`src/rtl/inst_fetch_unit.sv`:
```
// Instruction fetch: owns the PC, issues req/ack fetches and queues {PC, instr} for decode.
// Optional misaligned-redirect trap and HALT state are built when FETCH_MISALIGN_TRAP_EN is defined.
module inst_fetch_unit #(
   parameter logic [31:0] RESET_PC = 32'h0000_0000,
   parameter int          DEPTH    = 2
) (
   input  logic        CLK,
   input  logic        Reset,
   input  logic        redirect,
   input  logic [31:0] redirectPC,
   output logic        imemReq,
   output logic [31:0] imemAddr,
   input  logic        imemAck,
   input  logic [31:0] imemData,
   output logic        instValid,
   output logic [31:0] instPC,
   output logic [31:0] instData,
   input  logic        instReady,
`ifdef FETCH_MISALIGN_TRAP_EN
   output logic        misalignTrap,
`endif
   output logic [31:0] curPC
);

   localparam int PW = (DEPTH > 1) ? $clog2(DEPTH) : 1;
   localparam int CW = $clog2(DEPTH + 1);
   localparam logic [CW-1:0] DEPTH_C = CW'(DEPTH);

   typedef enum logic [1:0] {
      IDLE,
      REQ,
      DISCARD
`ifdef FETCH_MISALIGN_TRAP_EN
      , HALT
`endif
   } state_t;

   state_t          state_q, state_d, resume_st;
   logic [31:0]     cur_pc_q, cur_pc_d;
   logic [31:0]     addr_q, addr_d;
   logic [PW-1:0]   rd_ptr_q, rd_ptr_d, wr_ptr_q, wr_ptr_d;
   logic [CW-1:0]   count_q, count_d, count_after;
   logic            head_valid_q, head_valid_d;
   logic [31:0]     head_pc_q, head_pc_d, head_data_q, head_data_d;
   logic [31:0]     mem_pc   [DEPTH];
   logic [31:0]     mem_data [DEPTH];
   logic [31:0]     target_pc;
   logic            pop, push;

`ifdef FETCH_MISALIGN_TRAP_EN
   logic trap_q, trap_d;
   assign target_pc    = redirectPC;
   assign misalignTrap = trap_q;
`else
   assign target_pc = {redirectPC[31:2], 2'b00};
`endif

   // A redirect cancels both the consumer pop and any push of returning data.
   assign pop         = head_valid_q & instReady & ~redirect;
   assign push        = (state_q == REQ) & imemAck & ~redirect;
   assign count_after = count_q + CW'(push) - CW'(pop);

   always_comb begin
      state_d   = state_q;
      cur_pc_d  = cur_pc_q;
      addr_d    = addr_q;
      resume_st = REQ;
`ifdef FETCH_MISALIGN_TRAP_EN
      trap_d = trap_q;
      if (redirect) trap_d = (redirectPC[1:0] != 2'b00);
      if (trap_d) resume_st = HALT;
`endif
      if (redirect) cur_pc_d = target_pc;
      case (state_q)
         IDLE: if (redirect || count_after < DEPTH_C) state_d = resume_st;
         REQ: begin
            if (imemAck) begin
               if (redirect) begin
                  state_d = resume_st;
               end else begin
                  cur_pc_d = cur_pc_q + 32'd4;
                  state_d  = (count_after < DEPTH_C) ? REQ : IDLE;
               end
            end else if (redirect) begin
               state_d = DISCARD;
            end
         end
         // The outstanding request must complete before anything new is issued.
         DISCARD: if (imemAck) state_d = resume_st;
`ifdef FETCH_MISALIGN_TRAP_EN
         HALT: if (redirect && !trap_d) state_d = REQ;
`endif
         default: state_d = IDLE;
      endcase
      if (state_d == REQ) addr_d = cur_pc_d;
   end

   always_comb begin
      count_d      = redirect ? '0 : count_after;
      rd_ptr_d     = redirect ? '0 : rd_ptr_q + PW'(pop);
      wr_ptr_d     = redirect ? '0 : wr_ptr_q + PW'(push);
      head_valid_d = (count_d != '0);
      head_pc_d    = head_pc_q;
      head_data_d  = head_data_q;
      // Head becomes the incoming word when it lands directly at the read pointer.
      if (count_d != '0) begin
         if (push && wr_ptr_q == rd_ptr_d) begin
            head_pc_d   = addr_q;
            head_data_d = imemData;
         end else begin
            head_pc_d   = mem_pc[rd_ptr_d];
            head_data_d = mem_data[rd_ptr_d];
         end
      end
   end

   always_ff @(posedge CLK) begin
      if (push) begin
         mem_pc[wr_ptr_q]   <= addr_q;
         mem_data[wr_ptr_q] <= imemData;
      end
   end

   always_ff @(posedge CLK or negedge Reset) begin
      if (!Reset) begin
         state_q      <= IDLE;
         cur_pc_q     <= RESET_PC;
         addr_q       <= RESET_PC;
         rd_ptr_q     <= '0;
         wr_ptr_q     <= '0;
         count_q      <= '0;
         head_valid_q <= 1'b0;
         head_pc_q    <= '0;
         head_data_q  <= '0;
`ifdef FETCH_MISALIGN_TRAP_EN
         trap_q       <= 1'b0;
`endif
      end else begin
         state_q      <= state_d;
         cur_pc_q     <= cur_pc_d;
         addr_q       <= addr_d;
         rd_ptr_q     <= rd_ptr_d;
         wr_ptr_q     <= wr_ptr_d;
         count_q      <= count_d;
         head_valid_q <= head_valid_d;
         head_pc_q    <= head_pc_d;
         head_data_q  <= head_data_d;
`ifdef FETCH_MISALIGN_TRAP_EN
         trap_q       <= trap_d;
`endif
      end
   end

   assign imemReq   = (state_q == REQ) || (state_q == DISCARD);
   assign imemAddr  = addr_q;
   assign instValid = head_valid_q;
   assign instPC    = head_pc_q;
   assign instData  = head_data_q;
   assign curPC     = cur_pc_q;

endmodule

```
`config.mk`:
```
export PLATFORM = sky130hd
export DESIGN_NAME = inst_fetch_unit
export DESIGN_NICKNAME = d
export VERILOG_FILES = /design/src/rtl/inst_fetch_unit.sv
export SDC_FILE = /design/constraint.sdc
export NUM_CORES = 1
export LEC_CHECK = 0
export ABC_AREA = 1
export CORE_UTILIZATION = 55
export DETAILED_ROUTE_END_ITERATION = 12
export DONT_BUFFER_PORTS = 1
export GPL_TIMING_DRIVEN = 0
export HOLD_SLACK_MARGIN = 0.03
export PLACE_DENSITY = 0.75
export SLEW_MARGIN = 25
export SYNTH_ARGS = -nofsm -noshare
export SYNTH_HDL_FRONTEND = slang
export SYNTH_SLANG_ARGS = --single-unit
```
`constraint.sdc`:
```
create_clock -name CLK -period 2.8 [get_ports CLK]
set_clock_uncertainty 0.05 [all_clocks]
set_input_delay 0.56 -clock CLK [delete_from_list [all_inputs] [get_ports CLK]]
set_output_delay 0.56 -clock CLK [all_outputs]
set_load 0.1 [all_outputs]
```
==> results of run 1 <==
## worst max-delay path by stage
| stage | cells past startpoint | endpoint |
|---|---|---|
| floorplan | 6 | mem_data[0][0] |
| global placement | 6 | mem_data[1][7] |
| detailed placement | 16 | instData[2] |
| CTS | 18 | imemAddr[2] |
| global route | 18 | imemAddr[2] |
| finish | 6 | imemReq |
## flip-flops by register name (all words and copies together) (netlist names), 2 cells and up
signal    flops
state_q       2
imemAddr     32
curPC        32
mem_data     64
count_q       2
mem_pc       64
instData     32
instPC       32
## layer usage
| layer | wire length (microns) | track usage, % | up-vias | part of all wire (%) |
|---|---|---|---|---|
| met5 | 0 | 0 | - | 0 |
| met4 | 556 | 7.58 | 0 | 2.0 |
| met3 | 2850 | 8.36 | 42 | 10 |
| met2 | 13000 | 43.6 | 364 | 47 |
| met1 | 11200 | 34.0 | 3879 | 40 |
| li1 | - | - | 3934 | - |
## logic make-up (layout without fill, tap and decap cells)
kind of cell               count (synthesis)  after routing  share of synthesized area [%]
and+or+nand+nor                          623            623                           23.3
DFF                                      263            263                           63.9
adders and majority gates                  9              9                          0.997
buffers and inverters                    120            185                           4.74
AOI/OAI and AO/OA                        119            119                           6.94
muxes                                      1              1                         0.0886
## repair_timing
action                                  4_1_cts  5_1_grt
buffers inserted                              9        4
pin swaps                                     6        6
endpoints found under the setup margin       98       93
resized for setup                            31       15
cloned                                        2        0
endpoints found under the hold margin       135      135
## cells in the mapped netlist, drive strengths merged, types with 9 or more instances
| library cell | n | area share, % |
|---|---|---|
| inv | 63 | 2.1 |
| nand3 | 100 | 4.6 |
| o211ai | 68 | 4.5 |
| clkbuf | 21 | 0.71 |
| edfxtp | 128 | 34 |
| nor2 | 46 | 2.0 |
| dfrtp | 135 | 30 |
| o21ai | 38 | 1.7 |
| nand4 | 17 | 0.94 |
| ha | 9 | 1.0 |
| nand2 | 444 | 15 |
| buf | 36 | 1.9 |
## metrics by stage
step / worst slack (ns) / util (%) / cells / instance area, sq um
after floorplan: -0.259 / - / 1135 / 11300
after global placement: -1.29 / 57.7 / 1405 / 11600
after detailed placement: -0.613 / 58.0 / 1407 / 11700
after CTS: 0.00150 / 63.8 / 1467 / 12900
after global routing: -0.0147 / 64.0 / 1470 / 12900
final: 0.0442 / 64.0 / 1470 / 12900
## cell type report
cell class              count  area share [%]
flip-flops and latches    263            56.0
multi-input cells         752            28.0
clock buffers              28            5.26
well taps                 270            2.62
plain buffers              56            2.55
clock inverters            21            2.42
inverters                  63            1.91
repair buffers             17            1.25
==> flow_summary.ini, run 1 <==
[clock_network]
cts_tree = yes
cts_made_buffers = 27
clk_latency_ns = 0.52
cts_max_level = 1
clock_path_buffers = 3
clkSlewWorstSetupHoldPaths_ns = 0.07
numClockSinks = 263
cts_root_buffer = clkbuf_16

[synthesis]
syn_inst = 1135
syn_avg_cell_area_sq_um = 9.95
synth.distinct_cells = 39
synth_warnings = 0
syn_area_sq_um = 11300
ys_seq_area_share_pct = 63.9
synth_nets = 1213
synth-seq-cells = 263
synth-edff-count = 128
synth_ff_type = dfrtp_1
synthArstFlopShare_pct = 51.3

[timing]
finalCriticalPeriod_ns = 2.76
min_period_over_period_pct = 98.4
hold_violations = 135
fin_tns_setup_ns = 0
relSlewSlack_pct = 27.1
slew_violations = 0
max_freq_mhz = 363
tightest_slew_ns = 1.09
holdWs_ns = -0.323
setup_viol = 0

[routing]
postRouteAntennaNets = 0
drt_wl_total_microns = 27600
first_iter_violations = 545
route.detailed.drc = 0
via_count = 8219
avgRoutedWirePerCell_microns = 18.7
first_pass_iters = 5
avgViaCountPerCell = 5.59

[setup_path]
required_ns = 2.19
critical_path.top_delay_family = adder cells
cp_slowest_cell = ha_2
critical_path.max_stage_delay_ns = 0.66
path_cells = inv_2 > buf_4 > buf_4 > buf_4 > buf_4 > ha_2
cp-start-kind = flip-flop
end_kind = primary output
r2r-end = imemAddr[22]
path_max_fanout = 2
regToRegSetupSlack_ns = 0.14
r2r.worst_path.cells = 18
worstPathArrival_ns = 2.15
critical_path_class = flip-flop to primary output
r2r-start = state_q[1]
crit_start = state_q[1]
critPathBufInv = 5
crit_top_cell = buf_4

[placed_design]
hpwlAfterDp_microns = 18500
gp_congestion = 0.864
port_buffers = 0

[global_route]
grt_overflow = 0
grt_first_pass_wirelength_microns = 44100
grt_usage_pct = 26.5
grt_max_degree = 136
grt_pass1_vias = 8161
antenna_found_initial = 0

[final_layout]
multi_input_area_sq_um = 3620
drive_above_1_share_pct = 12.3
final_common_cell = nand2_1
n_fill_cell = 1564
syn_to_final_growth_pct = 14.3
regArea_sq_um = 7230
fin_nets = 1258
final_cell_mix = 440 x nand2_1, 128 x edfxtp_1, 127 x dfrtp_1, 95 x nand3_1, 68 x o211ai_1
insertedDiodeCount = 0

[floorplanning]
die_h_microns = 145
rows = 52
ios = 199
initial_core_util_pct = 56.0
core-area_sq_um = 20200
design.die.area_sq_um = 21100
die_x_microns = 145

[hold_path]
hold_path_class = input pin to async pin

[status]
violations = negative hold slack
status = complete, but fails checks

[flow_run]
maxCapViolations = 0
Power of run 1 is not shown: default switching activity piles up to over one toggle a cycle in this logic, so the estimate is an artifact.
==> run 2: changes to the inputs <==
MAX_ROUTING_LAYER = met4   (was default)
==> flow_summary.ini, run 2 (synthesis gave the netlist of run 1 again) <==
[setup_path]
critical_path_class = flip-flop to flip-flop
worstPathArrival_ns = 3.01
cp_slowest_cell = dfrtp_1
cp-start-kind = flip-flop
path_max_fanout = 10
r2r-start = state_q[1]
required_ns = 3.15
crit_start = state_q[1]
path_cells = inv_2 > ha_4 > nand2_8 > nor2_8 > inv_6 > ha_1 > inv_1 > ha_2 > nand3b_1 > nand3_2 > nor2_1 > nor2_2 > nand3_2 > buf_6 > buf_8 > nand2_1 > nand2_1
end_kind = flip-flop
regToRegSetupSlack_ns = 0.14
critical_path.max_stage_delay_ns = 0.41
setup.worst_path.end = imemAddr[2]
r2r.worst_path.cells = 17
r2r-end = imemAddr[2]

[clock_network]
numClockSinks = 263
cts_made_buffers = 26
clkSlewWorstSetupHoldPaths_ns = 0.07
cts_max_level = 1
cts_tree = yes
clock_path_buffers = 3
clk_latency_ns = 0.53
cts_root_buffer = clkbuf_16

[floorplanning]
design.die.area_sq_um = 21100
core-area_sq_um = 20200
initial_core_util_pct = 56.0
ios = 199
die_x_microns = 145
die_h_microns = 145
rows = 52

[routing]
route.detailed.drc = 0
avgViaCountPerCell = 5.61
drt_wl_total_microns = 27400
via_count = 8234
avgRoutedWirePerCell_microns = 18.6
first_iter_violations = 496
first_pass_iters = 9
postRouteAntennaNets = 0

[timing]
hold_violations = 135
tightest_slew_ns = 1.08
slew_violations = 0
min_period_over_period_pct = 95.0
relSlewSlack_pct = 28.3
worst_slack_ns = 0.141
max_freq_mhz = 376
finalCriticalPeriod_ns = 2.66
setup_viol = 0
holdWs_ns = -0.321

[final_layout]
syn_to_final_growth_pct = 13.2
postLayoutCellArea_sq_um = 12800
fin_nets = 1257
final_cell_mix = 441 x nand2_1, 129 x dfrtp_1, 128 x edfxtp_1, 95 x nand3_1, 68 x o211ai_1
n_fill_cell = 1636
utilization_pct = 63.4
final_common_cell = nand2_1
drive_above_1_share_pct = 11.6
top_regs = mem_data x64, mem_pc x64
insertedDiodeCount = 0

[hold_path]
hold_path_class = input pin to async pin

[global_route]
grt_max_degree = 136
grt_pass1_vias = 7911
grt_usage_pct = 27.1
grt_first_pass_wirelength_microns = 43600
antenna_found_initial = 0
grt_overflow = 0

[placed_design]
gp_congestion = 0.875
port_buffers = 0
hpwlAfterDp_microns = 18400
post_dp_cell_area_sq_um = 11700
dp_slack_ns = -0.572

[status]
status = complete, but fails checks
violations = negative hold slack

[flow_run]
maxCapViolations = 0
run 2: changes by cell type in the layout (fill, tap and decap cells not counted), sizes merged:
cell / previous run / this run
clkbuf: 50 / 64
bufinv: 7 / 1
clkinv: 8 / 4
clkinvlp: 6 / 2
buf: 51 / 50
run 2: worst min path at each step:
stage / slack (ns) / end / cells after the start
5_1_grt: -0.34 / instData[3] / 0
4_1_cts: -0.34 / instData[3] / 0
2_1_floorplan: 0.21 / count_q[0] / 0
6_report: -0.32 / rd_ptr_q / 0
3_3_place_gp: 0.22 / instData[7] / 0
3_5_place_dp: 0.22 / instData[7] / 0
run 2: critical path, delay by kind of cell (launching register included):
| family | cells | cell delay, ns |
|---|---|---|
| flip-flops | 1 | 0.41 |
| adder cells (fa/ha/maj) | 3 | 0.58 |
| AND/OR/NAND/NOR | 9 | 1.01 |
| buffers and inverters | 5 | 0.47 |
run 2: what timing repair did:
item	CTS	global route
endpoints found under the hold margin	135	135
setup buffers	8	5
pin swaps	7	6
cloned	2	0
setup endpoints to repair	97	92
resized for setup	28	13
run 2: area by class of cell:
cell class	count	area (sq um)	area share, %
flip-flops and latches	263	7230	56.6
clock inverters	7	63.8	0.499
repair buffers	17	161	1.26
well taps	270	338	2.64
clock buffers	41	810	6.33
multi-input cells	752	3610	28.2
inverters	63	246	1.93
plain buffers	56	324	2.53
run 2: routing by layer:
layer	vias to the layer above	global-route usage, %	wire (microns)
li1	3920	-	-
met3	44	6.70	2660
met1	3915	35.4	11300
met4	0	6.37	567
met5	-	-	0
met2	355	43.0	12800
run 2: per-stage QoR:
step / setup TNS [ns] / instances
3_3_place_gp: -203.96 / 1405
2_1_floorplan: -33.10 / 1135
4_1_cts: 0 / 1465
5_1_grt: -0.00801 / 1469
3_5_place_dp: -44.15 / 1407
6_report: 0 / 1469
Power of run 2 is left out for the same reason.
